[src/rtl/sensor_frame_supervisor.sv]
// sensor_frame_supervisor
//   Collects per-sensor valid strobes into frames, resolves each frame by
//   completion, timeout/quorum or emergency drop, hands the descriptor off
//   through a valid/ready handshake, and keeps per-sensor fault hysteresis.
// Ports:
//   clk, rst_n                 clock, async active-low reset
//   sensor_valid, sensor_zero  per-sensor strobe and "payload all zero" flag
//   frame_valid/frame_ready    descriptor handshake
//   frame_mask, frame_degraded, frame_latency  descriptor contents
//   frames_ok, frames_dropped  wrapping frame counters
//   sensor_fault, fault_count, emergency       health status
//   state_dbg                  0 IDLE, 1 COLLECT, 2 EMIT, 3 DROP

// Per-sensor miss/good hysteresis. Counters saturate at 15.
module sensor_health #(
  parameter int FAULT_THRESH   = 3,
  parameter int RECOVER_THRESH = 2
) (
  input  logic clk,
  input  logic rst_n,
  input  logic update,
  input  logic good,
  output logic fault
);
  localparam logic [3:0] FT = 4'(FAULT_THRESH);
  localparam logic [3:0] RT = 4'(RECOVER_THRESH);

  logic [3:0] miss_cnt, good_cnt, miss_nxt, good_nxt;

  always_comb begin
    miss_nxt = '0;
    good_nxt = '0;
    if (good) good_nxt = (good_cnt == 4'hF) ? good_cnt : good_cnt + 4'd1;
    else      miss_nxt = (miss_cnt == 4'hF) ? miss_cnt : miss_cnt + 4'd1;
  end

  always_ff @(posedge clk or negedge rst_n) begin
    if (!rst_n) begin
      miss_cnt <= '0;
      good_cnt <= '0;
      fault    <= 1'b0;
    end else if (update) begin
      miss_cnt <= miss_nxt;
      good_cnt <= good_nxt;
      if (miss_nxt >= FT)      fault <= 1'b1;
      else if (good_nxt >= RT) fault <= 1'b0;
    end
  end
endmodule

module sensor_frame_supervisor #(
  parameter int NUM_SENSORS    = 4,
  parameter int QUORUM         = 3,
  parameter int TIMEOUT_CYCLES = 10000000,
  parameter int FAULT_THRESH   = 3,
  parameter int RECOVER_THRESH = 2,
  parameter int CNT_WIDTH      = 32
) (
  input  logic                           clk,
  input  logic                           rst_n,
  input  logic [NUM_SENSORS-1:0]         sensor_valid,
  input  logic [NUM_SENSORS-1:0]         sensor_zero,
  output logic                           frame_valid,
  input  logic                           frame_ready,
  output logic [NUM_SENSORS-1:0]         frame_mask,
  output logic                           frame_degraded,
  output logic [CNT_WIDTH-1:0]           frame_latency,
  output logic [CNT_WIDTH-1:0]           frames_ok,
  output logic [CNT_WIDTH-1:0]           frames_dropped,
  output logic [NUM_SENSORS-1:0]         sensor_fault,
  output logic [$clog2(NUM_SENSORS+1)-1:0] fault_count,
  output logic                           emergency,
  output logic [1:0]                     state_dbg
);
  localparam int PW = $clog2(NUM_SENSORS+1);
  localparam logic [PW-1:0]        QW      = PW'(QUORUM);
  localparam logic [PW-1:0]        NS      = PW'(NUM_SENSORS);
  localparam logic [CNT_WIDTH-1:0] TO_LAST = CNT_WIDTH'(TIMEOUT_CYCLES - 1);

  typedef enum logic [1:0] {IDLE = 2'd0, COLLECT = 2'd1, EMIT = 2'd2, DROP = 2'd3} state_t;

  state_t                 state, state_nxt;
  logic [NUM_SENSORS-1:0] mask, zflag, required, contrib;
  logic [CNT_WIDTH-1:0]   elapsed;
  logic [PW-1:0]          contrib_pop, fault_pop;
  logic                   complete, resolve, by_timeout, update;

  function automatic logic [PW-1:0] popcnt(input logic [NUM_SENSORS-1:0] v);
    logic [PW-1:0] n;
    n = '0;
    for (int i = 0; i < NUM_SENSORS; i++) n = n + PW'(v[i]);
    return n;
  endfunction

  always_comb begin
    required    = ~sensor_fault;
    // In IDLE the stale mask of the previous frame must not leak in.
    contrib     = (state == IDLE) ? sensor_valid : (mask | sensor_valid);
    complete    = ((contrib & required) == required);
    contrib_pop = popcnt(contrib);
    fault_pop   = popcnt(sensor_fault);
  end

  always_comb begin
    state_nxt  = state;
    resolve    = 1'b0;
    by_timeout = 1'b0;
    case (state)
      IDLE: if (|sensor_valid) begin
        if (complete) resolve = 1'b1;
        else          state_nxt = COLLECT;
      end
      COLLECT: begin
        if (complete) resolve = 1'b1;
        else if (elapsed == TO_LAST) begin
          resolve    = 1'b1;
          by_timeout = 1'b1;
        end
      end
      EMIT:    if (frame_ready) state_nxt = IDLE;
      default: state_nxt = IDLE;
    endcase
    // Emergency overrides everything; a timed-out frame also needs quorum.
    if (resolve)
      state_nxt = (emergency || (by_timeout && contrib_pop < QW)) ? DROP : EMIT;
  end

  assign update      = (state == DROP) || (state == EMIT && frame_ready);
  assign frame_valid = (state == EMIT);
  assign state_dbg   = state;

  always_ff @(posedge clk or negedge rst_n) begin
    if (!rst_n) begin
      state          <= IDLE;
      mask           <= '0;
      zflag          <= '0;
      elapsed        <= '0;
      frame_mask     <= '0;
      frame_degraded <= 1'b0;
      frame_latency  <= '0;
      frames_ok      <= '0;
      frames_dropped <= '0;
      fault_count    <= '0;
      emergency      <= 1'b0;
    end else begin
      state       <= state_nxt;
      fault_count <= fault_pop;
      emergency   <= (NS - fault_pop) < QW;
      if (state == IDLE && |sensor_valid) begin
        mask    <= sensor_valid;
        elapsed <= '0;
        zflag   <= sensor_valid & sensor_zero;
      end else if (state == COLLECT) begin
        mask    <= contrib;
        elapsed <= elapsed + CNT_WIDTH'(1);
        zflag   <= zflag | (sensor_valid & sensor_zero);
      end
      if (resolve) begin
        frame_latency  <= (state == IDLE) ? '0 : elapsed;
        frame_mask     <= contrib;
        frame_degraded <= by_timeout || (fault_count != '0);
      end
      if (state == EMIT && frame_ready) frames_ok      <= frames_ok + CNT_WIDTH'(1);
      if (state == DROP)                frames_dropped <= frames_dropped + CNT_WIDTH'(1);
    end
  end

  for (genvar i = 0; i < NUM_SENSORS; i++) begin : g_lane
    sensor_health #(
      .FAULT_THRESH  (FAULT_THRESH),
      .RECOVER_THRESH(RECOVER_THRESH)
    ) u_health (
      .clk   (clk),
      .rst_n (rst_n),
      .update(update),
      .good  (frame_mask[i] & ~zflag[i]),
      .fault (sensor_fault[i])
    );
  end
endmodule

[config.mk]
export PLATFORM = sky130hd
export DESIGN_NAME = sensor_frame_supervisor
export DESIGN_NICKNAME = d
export VERILOG_FILES = /design/src/rtl/sensor_frame_supervisor.sv
export SDC_FILE = /design/constraint.sdc
export NUM_CORES = 1
export LEC_CHECK = 0
export ABC_CLOCK_PERIOD_IN_PS = 3400
export BUFFER_PORTS_ARGS = -buffer_cell sky130_fd_sc_hd__buf_2
export CORE_MARGIN = 1
export CORE_UTILIZATION = 40
export DETAILED_ROUTE_END_ITERATION = 16
export HOLD_SLACK_MARGIN = 0.1
export MAX_ROUTING_LAYER = met4
export PLACE_DENSITY = 0.57
export SYNTH_ARGS = -nofsm -noshare
export SYNTH_HDL_FRONTEND = slang
export SYNTH_SLANG_ARGS = --single-unit
[constraint.sdc]
create_clock -name clk -period 3.4 [get_ports clk]
set_input_delay 0.34 -clock clk [delete_from_list [all_inputs] [get_ports clk]]
set_output_delay 0.34 -clock clk [all_outputs]
set_load 0.03 [all_outputs]
==> metrics.yaml <==
status: "completed"
gr-total-overflow: 0
met3_length_um: 809
yosysMostFrequentCell: "dfrtp_1"
fin_crit_ns: 2.72
relSlewSlack_pct: 29.9
async_flop_share_pct: 100
grt_max_degree: 75
clkTransAtPathRegs_ns: 0.07
critPathLaunchType: "flop"
drv_cap: 0
ant_nets: 0
arrival_ns: 3.03
slew_viol_final: 0
first_pass_iters: 7
track_usage_pct: 19.2
peakVddDrop_uv: 521
min_period_over_period_pct: 80.0
route.met2.wl_mm: 8.43
rsz0062_at_grt: "false"
synth.distinct_cells: 56
hold_viol_final: 0
ctsHoldBuffers: 1
clk_latency_ns: 0.42
synth_compound_area_share_pct: 13.5
p_int_w: 0.00448
wl_met1_mm: 9.91
combPwrFrac_pct: 29.5
core_sq_um: 20400
synth_edf_count: 0
routedWlPerCell_um: 15.7
yosysWarnings: 0
synthTopCellsByCount: "183 x dfrtp_1, 75 x nand2_1, 71 x o21ai_0"
syn_avg_cell_area_sq_um: 10.3
nFillCells: 1936
pwr_density_cell_nw_per_um2: 710
synth_area_leaders: "dfrtp_1 54%, xnor2_1 5.1%, o21ai_0 4.2%"
p_seq_share_pct: 40.3
die_area_sq_um: 21700
hpwlAfterDp_mm: 13.6
grt_first_pass_wirelength_mm: 32.6
portBuffers: 122
cts.sinks: 183
gp_congestion: 0.792
setup_viol: 0
synth_fa_ha_area_share_pct: 2.85
tightest_slew_ns: 1.05
switching_power_w: 0.00263
synth_area_sq_um: 8440
grt_pass1_vias: 6211
fin_tns_setup_ns: 0
ys_seq_area_share_pct: 54.3
clockPowerShare_pct: 30.2
hold_path_class: "in -> reg"
leakage_nw: 4.77
finish.net_count: 974
root_buffer: "clkbuf_16"
totalWireLength_mm: 19.3
htreeDepth: 4
synth_xor_area_share_pct: 7.37
cts_buffer_depth: 2
worstPathRequired_ns: 3.71
yosysTopAreaCellShare_pct: 54.3
fin_skew_ns: 0.0100
initial_utilization_pct: 41.3
muxShareOfSynthArea_pct: 1.36
synth_top_family_by_area: "simple AND/OR/NAND/NOR gates"
via_per_inst: 5.36
die_w_um: 147
synth_nets: 846
synthFlopType: "dfrtp_1"
cp-end-kind: "flop"
synth_cells: 817
post_cts_buffers: 0
ios: 123
switching_share_pct: 37.0
worstSetupPathType: "reg -> reg"
area_growth_pct: 18.5
routed.top_layer: "met4"
cts_tree: "built"
antenna_found_initial: 0
path_max_fanout: 7
synthSimpleGateAreaFrac_pct: 17.5
drt_iter0_drc: 291
numCtsBuffers: 17
drc: 0
finalPower_w: 0.00710
fmax_ghz: 0.368
dr_total_vias: 6578
drive_above_1_share_pct: 17.8
cts_resized: 0
yosysTopAreaCell: "dfrtp_1"
yosys_register_bits: 183
insertedDiodeCount: 0
die_h_um: 147
core.rowCount: 52
[power by group through the flow]
stage / registers (W) / clock network [W] / logic (W)
finish: 0.00286 / 0.00214 / 0.00209
global route: 0.00292 / 0.00227 / 0.00237
CTS: 0.00286 / 0.00219 / 0.00213
detailed placement: 0.00290 / 0 / 0.00212
global placement: 0.00290 / 0 / 0.00209
floorplan: 0.00305 / 0 / 0.00134
[worst paths after layout]
check | slack [ns] | endpoint | startpoint | cells past startpoint
setup / recovery | 0.68 | state_dbg[0] | state_dbg[0] | 9
hold / removal | 0.17 | zflag[3] | sensor_zero[3] | 3
setup reg to reg | 0.68 | state_dbg[0] | state_dbg[0] | 9
hold reg to reg | 0.47 | frames_dropped[31] | frames_dropped[31] | 1
max in group asynchronous | 2.07 | frames_ok[4] | rst_n | 3
min in group asynchronous | 0.48 | frames_dropped[20] | rst_n | 2
[cells by family (layout without fill, tap and decap cells)]
kind of cell / after synthesis / count (layout)
AND/OR/NAND/NOR: 291 / 291
AO/OA/AOI/OAI: 185 / 185
flip-flops: 183 / 183
XOR/XNOR: 71 / 71
buffers and inverters: 58 / 199
adder cells (fa/ha/maj): 18 / 18
multiplexers: 11 / 11
[flip-flops by register name, indices dropped and copies added (netlist names), 4 cells and up]
| register | flops |
|---|---|
| frame_latency | 32 |
| zflag | 4 |
| frames_ok | 32 |
| elapsed | 32 |
| frames_dropped | 32 |
| g_lane.u_health.good_cnt | 16 |
| frame_mask | 4 |
| g_lane.u_health.miss_cnt | 16 |
| mask | 4 |
| g_lane.u_health.fault | 4 |
[worst max-delay path, cell delays in order, from the launching register on]
cell and delay [ns]:
dfrtp_1 0.40, or2_2 0.35, a21oi_1 0.32, fa_1 0.47, inv_1 0.07, ha_1 0.14
ha_1 0.22, a211oi_1 0.26, o21ai_0 0.11, a221oi_1 0.27
[metal layers]
| layer | track usage, % | vias up |
|---|---|---|
| met5 | - | - |
| met4 | 5.15 | 0 |
| met1 | 28.2 | 3206 |
| li1 | - | 3189 |
| met2 | 27.3 | 168 |
| met3 | 3.42 | 15 |
[placed cells by master, fill, tap and decap left out, types with 7 or more instances in the layout]
cell type  synthesis  layout
a21oi_1           50      50
a22o_1            32      32
and3_1            13      13
and4_1             7       7
buf_2              5     121
buf_4              4       9
clkbuf_16          0      17
dfrtp_1          183     183
ha_1              16      16
inv_1             34      34
mux2i_1            7       7
nand2_1           75      75
nand2b_1          11      11
nand3_1           68      68
nand4_1           27      27
nor2_1            47      47
nor3_1             9       9
nor4_1             9       9
o21ai_0           71      71
xnor2_1           49      49
xor2_1            22      22
[layout make-up]
| class | instances | area [sq um] | area share (%) |
|---|---|---|---|
| Sequential cell | 183 | 4580 | 45.8 |
| Multi-Input combinational cell | 576 | 3600 | 36.0 |
| Timing Repair Buffer | 133 | 717 | 7.17 |
| Clock buffer | 22 | 474 | 4.74 |
| Tap cell | 270 | 338 | 3.38 |
| Clock inverter | 10 | 168 | 1.68 |
| Inverter | 34 | 128 | 1.28 |
[per-stage QoR]
stage          utilization, %  instances  hold slack, ns  instance area [sq um]  setup WS (ns)
3_3_place_gp             45.8       1195           0.397                   9350          0.703
6_report                 48.9       1228           0.173                  10000          0.680
2_1_floorplan               -        817          0.0444                   8440          0.727
3_5_place_dp             45.8       1195           0.397                   9350          0.617
5_1_grt                  48.9       1228           0.184                  10000          0.385
4_1_cts                  48.9       1228           0.154                  10000          0.649
(Power assumes the default switching activity.)
